--- config.mk ---
export PLATFORM = sky130hd
export DESIGN_NAME = crank_decoder
export DESIGN_NICKNAME = d
export VERILOG_FILES = /design/src/rtl/crank_decoder.sv
export SDC_FILE = /design/constraint.sdc
export NUM_CORES = 1
export LEC_CHECK = 0
export ABC_AREA = 1
export BUFFER_PORTS_ARGS = -buffer_cell sky130_fd_sc_hd__buf_2
export CORE_MARGIN = 3
export CORE_UTILIZATION = 55
export CTS_CLUSTER_DIAMETER = 40
export DETAILED_ROUTE_END_ITERATION = 6
export PLACE_DENSITY = 0.73
export SLEW_MARGIN = 20
export SYNTH_ARGS = -nofsm -noshare
export SYNTH_HDL_FRONTEND = slang
export SYNTH_SLANG_ARGS = --single-unit
export TNS_END_PERCENT = 10
--- constraint.sdc ---
create_clock -name clk -period 4.1 [get_ports clk]
set_clock_uncertainty 0.2 [all_clocks]
set_input_delay 0.615 -clock clk [delete_from_list [all_inputs] [get_ports clk]]
set_output_delay 0.615 -clock clk [all_outputs]
set_load 0.01 [all_outputs]
--- src/rtl/crank_decoder.sv ---
// crank_decoder: missing-tooth crank wheel decoder producing sync state, per-tooth trigger and phase data
module crank_decoder #(
  parameter int TOOTH_POSITIONS = 60,
  parameter int MISSING_TEETH = 1,
  parameter int QUANTA_PER_TOOTH = 256,
  parameter logic [31:0] STALL_CYCLES = 32'd50000000
) (
  input  logic        clk,
  input  logic        reset,
  input  logic        tooth_in,
  output logic        trigger,
  output logic [15:0] eng_phase,
  output logic [15:0] next_tooth_width,
  output logic [31:0] tooth_period,
  output logic        synced,
  output logic        sync_loss
);
  localparam int IW = $clog2(TOOTH_POSITIONS);
  localparam logic [IW-1:0] LAST = IW'(TOOTH_POSITIONS - MISSING_TEETH);
  localparam logic [IW-1:0] LAST1 = IW'(TOOTH_POSITIONS - MISSING_TEETH - 1);
  localparam logic [15:0] QW = 16'(QUANTA_PER_TOOTH);
  localparam logic [15:0] GAP_W = 16'((MISSING_TEETH + 1) * QUANTA_PER_TOOTH);
  localparam logic [2:0] GAP_K = 3'(2 * MISSING_TEETH + 1);
  typedef enum logic [1:0] {SEEK, PRESYNC, SYNCED} state_t;
  state_t state;
  logic s1, s2, s2_d, edge_r;
  logic [31:0] cnt, last_period;
  logic [IW-1:0] idx, nxt, idx_n;
  logic [1:0] seen;
  logic gap_eff, noise, stall, take, ok, good, fire, drop, upd;
  always_comb begin
    gap_eff = seen == 2'd2 && ({3'b0, cnt} << 1) > (35'(last_period) * 35'(GAP_K));
    noise = state == SYNCED && cnt < {2'b0, last_period[31:2]};
    stall = cnt == STALL_CYCLES;
    take = edge_r && !noise;
    nxt = idx + IW'(1);
    ok = nxt == LAST;
    good = gap_eff == ok;
    idx_n = gap_eff ? '0 : nxt;
    fire = take && !stall && good && (state == SYNCED || (state == PRESYNC && gap_eff));
    drop = state == SYNCED && (stall || (take && !good));
    upd = take && !stall && !gap_eff;
  end
  always_ff @(posedge clk) begin
    if (reset) begin
      {s1, s2, s2_d, edge_r, trigger, sync_loss, synced} <= '0;
      state <= SEEK;
      cnt <= '0;
      last_period <= '0;
      idx <= '0;
      seen <= '0;
      eng_phase <= '0;
      next_tooth_width <= '0;
      tooth_period <= '0;
    end else begin
      s1 <= tooth_in;
      s2 <= s1;
      s2_d <= s2;
      edge_r <= s2 & ~s2_d;
      cnt <= take ? 32'd1 : cnt + {31'd0, ~&cnt};
      trigger <= fire;
      sync_loss <= drop;
      synced <= fire || (synced && !drop);
      if (upd) last_period <= cnt;
      if (stall) begin
        state <= SEEK;
        seen <= take ? 2'd1 : 2'd0;
        idx <= '0;
        eng_phase <= '0;
        next_tooth_width <= '0;
        tooth_period <= '0;
      end else if (take) begin
        if (seen != 2'd2) seen <= seen + 2'd1;
        if (upd && (state != SYNCED || fire)) tooth_period <= cnt;
        idx <= state == SEEK ? '0 : idx_n;
        if (fire) begin
          eng_phase <= 16'(idx_n) * QW;
          next_tooth_width <= idx_n == LAST1 ? GAP_W : QW;
        end
        case (state)
          SEEK: if (gap_eff) state <= PRESYNC;
          PRESYNC: if (ok) state <= gap_eff ? SYNCED : SEEK;
          default: if (!good) state <= SEEK;
        endcase
      end
    end
  end
endmodule

==> out/qor.yml <==
clock_network:
  clk_latency_ns: 0.42
  cts-root-buf: "clkbuf_16"
  clkTransAtPathRegs_ns: 0.06
  htree_num_levels: 4
  cts_tree: "built"
  clock_sinks: 121
  holdBufCountCts: 0
  cts_buffers: 17
  cts_max_path_buffers: 2
die:
  boundaryPins: 70
  coreArea_um2: 14800
  die_x_um: 130
  die_y_um: 130
  floorplan.rows: 44
  die_area_um2: 16800
  initial_utilization_pct: 57.1
routing:
  wl_per_cell_um: 15.5
  firstDrtPassIters: 5
  vias_per_cell: 5.55
  route.vias.total: 8240
  drtIter0Drc: 518
  ant_nets: 0
  drc_errors: 0
  wirelength_um: 23100
layout:
  fin_cells: 1486
  antenna_cells: 0
  drive_gt1_share_pct: 18.6
  n_fill_cell: 1216
  nets: 1391
  area_delta_synth_final_pct: 20.8
  design_area_um2: 10200
setup_path:
  cp-start-kind: "flip-flop"
  startpoint: "last_period[2]"
  r2r_start: "last_period[2]"
  reg2reg_slack_ns: -0.13
  worstPathMaxFanout: 8
  arrival_ns: 4.37
  r2r_cells: 26
  reg2reg_to: "idx[2]"
  critPathCaptureType: "flip-flop"
  critPathKind: "reg -> reg"
  required_ns: 4.24
placed_design:
  routabilityCongestion: 0.949
  place_area_um2: 9110
  hpwl_um: 16200
  post-place-ws_ns: -0.320
  dp.cells: 1442
  io_buffers: 45
min_path:
  hold_path_startpoint: "s2_d"
  hp-class: "reg -> reg"
  min_to: "edge_r"
  holdPathStages: 1
timing:
  worst_slew_pin_slew_ns: 0.622
  period_minus_slack_ns: 4.23
  rsz0062_at_grt: "true"
  tns_ns: -0.657
  fmax_mhz: 236
  fin_crit_sh_pct: 103
  max_slew_margin_pct: 58.4
  finalHoldViolCount: 0
  setup_viol: 24
  worst_slack_ns: -0.131
  holdWs_ns: 0.189
  slew_violations: 0
synthesis:
  synth_edf_count: 0
  ys_seq_elements: 121
  synthTopCellsByArea: "dfxtp_1 29%, ha_1 15%, nand2_1 10%"
  synth_most_common_cell: "nand2_1"
  async_flop_share_pct: 0
  ys_warn_count: 0
  syn_inst: 1183
  synth.largest_area_cell: "dfxtp_1"
  synth.distinct_cells: 53
  syn_area_per_cell_um2: 7.12
  synth_top_area_share_pct: 28.8
  syn-cell-area_um2: 8420
  ys.flop_type: "dfxtp_1"
  synth_commonest_cells: "224 x nand2_1, 145 x inv_1, 142 x a21oi_1, 121 x dfxtp_1, 111 x nor2_1"
  ys_seq_area_share_pct: 28.8
global_route:
  grt_pass1_wl_um: 36500
  grt_usage_pct: 26.7
  grt_pass1_vias: 7629
  grt_max_degree: 42
  grt_overflow: 0
  antenna_found_initial: 0
power_and_ir_drop:
  p_per_area_nw_per_um2: 301
  leakage_uw: 0.00462
  max-vdd-ir-drop_v: 0.000337
status:
  violations: "negative setup slack"
  outcome: "complete, but fails checks"
job:
  maxCapViolCount: 0
==> critical path, stage by stage (launching register included) <==
cell and delay, ns:
dfxtp_4 0.36, ha_4 0.23, a21oi_2 0.14, nand2_1 0.10, a21oi_2 0.21, o21ai_4 0.09, a21boi_2 0.21, o21ai_2 0.11
a21boi_2 0.17, o21ai_2 0.07, nand2_1 0.06, inv_1 0.05, o21ai_1 0.11, nand2_1 0.11, ha_4 0.28, nand4_1 0.15
nor4_2 0.27, nand3_1 0.13, nor2_2 0.21, nor2_4 0.09, nand2_8 0.09, buf_8 0.14, buf_4 0.12, nand2_1 0.05
o21ai_1 0.15, o21ai_1 0.10, nor2_1 0.14
==> timing repair <==
item                                    CTS  global route
gates cloned                              1             2
resized for setup                        24            97
endpoints found under the setup margin   83            83
hold endpoints to repair                  0             0
pin swaps                                12            34
setup buffers                             3             7
==> per-layer routing <==
metal | vias up | track usage [%] | wire length (µm) | share of wire (%)
met3 | 55 | 3.64 | 1140 | 4.9
met1 | 3781 | 36.6 | 10600 | 46
li1 | 4141 | - | - | -
met5 | - | 0 | 0 | 0
met2 | 263 | 43.6 | 10800 | 47
met4 | 0 | 9.05 | 518 | 2.2
==> cell families (layout without fill, tap and decap cells) <==
family | Yosys count | count (layout) | share of synthesized area (%)
simple gates | 461 | 462 | 24.4
compound gates | 258 | 258 | 16.8
buf+inv | 199 | 294 | 10.6
flops | 121 | 121 | 28.8
fa+ha+maj | 99 | 99 | 14.8
xor+xnor | 44 | 44 | 4.58
other cells | 1 | 24 | 0.0445
==> cell usage in the layout (no fill, tap or decap), types with 4 or more instances in the layout <==
master and count:
a31oi_1 4, clkbuf_16 19, nor3b_1 5, dfxtp_1 118, nor4_1 7, nor2_4 4, buf_6 5, a211oi_1 5
buf_12 4, conb_1 24, ha_4 4, o21bai_1 4, a21oi_1 129, nand2_1 215, nand4_1 16, xnor2_1 16
xor2_1 28, nor2_2 5, buf_2 45, buf_4 57, nand2_2 12, nor3_1 25, inv_6 7, inv_1 144
ha_1 94, o21ai_1 31, a21o_1 6, clkinvlp_4 4, nor2_1 109, nand2_4 5, a21oi_2 15, nand3_1 36
o21ai_0 27, o21ai_2 18, nand3_2 4
==> how the worst max path moves through the flow <==
stage,end,slack (ns),cells after the start
3_3_place_gp,eng_phase[10],-0.14,24
3_5_place_dp,eng_phase[11],-0.32,24
6_report,idx[2],-0.13,26
5_1_grt,idx[2],-0.37,25
4_1_cts,eng_phase[10],0.01,25
2_1_floorplan,eng_phase[10],0.19,25
==> metrics by stage <==
stage / util (%) / total power, µW
floorplan: - / 1470
global placement: 61.8 / 1540
detailed placement: 61.8 / 1540
CTS: 66.6 / 3040
global route: 68.9 / 3160
finish: 68.9 / 3060
==> power breakdown <==
| part | total [µW] | internal, µW | leakage [µW] | switching (µW) |
|---|---|---|---|---|
| clock network | 1510 | 906 | 0.000278 | 600 |
| logic | 337 | 129 | 0.00336 | 208 |
| registers | 1220 | 1190 | 0.000980 | 22.6 |
==> state kept, by name, indices dropped and copies added, names as in the netlist <==
register,count
seen,2
next_tooth_width,2
sync_loss,1
s1,1
state,2
synced,1
s2,1
s2_d,1
last_period,32
tooth_period,32
trigger,1
cnt,32
eng_phase,6
idx,6
edge_r,1
==> final cells by class <==
cell class              instances  area [µm²]  share of cell area (%)
flip-flops and latches        121        2430                    23.9
clock buffers                  17         425                    4.18
multi-input cells             887        5500                    54.1
clock inverters                15         165                    1.62
well taps                     184         230                    2.26
inverters                     148         566                    5.56
repair buffers                114         855                    8.40
No activity file was read; power rests on OpenSTA's default activity.
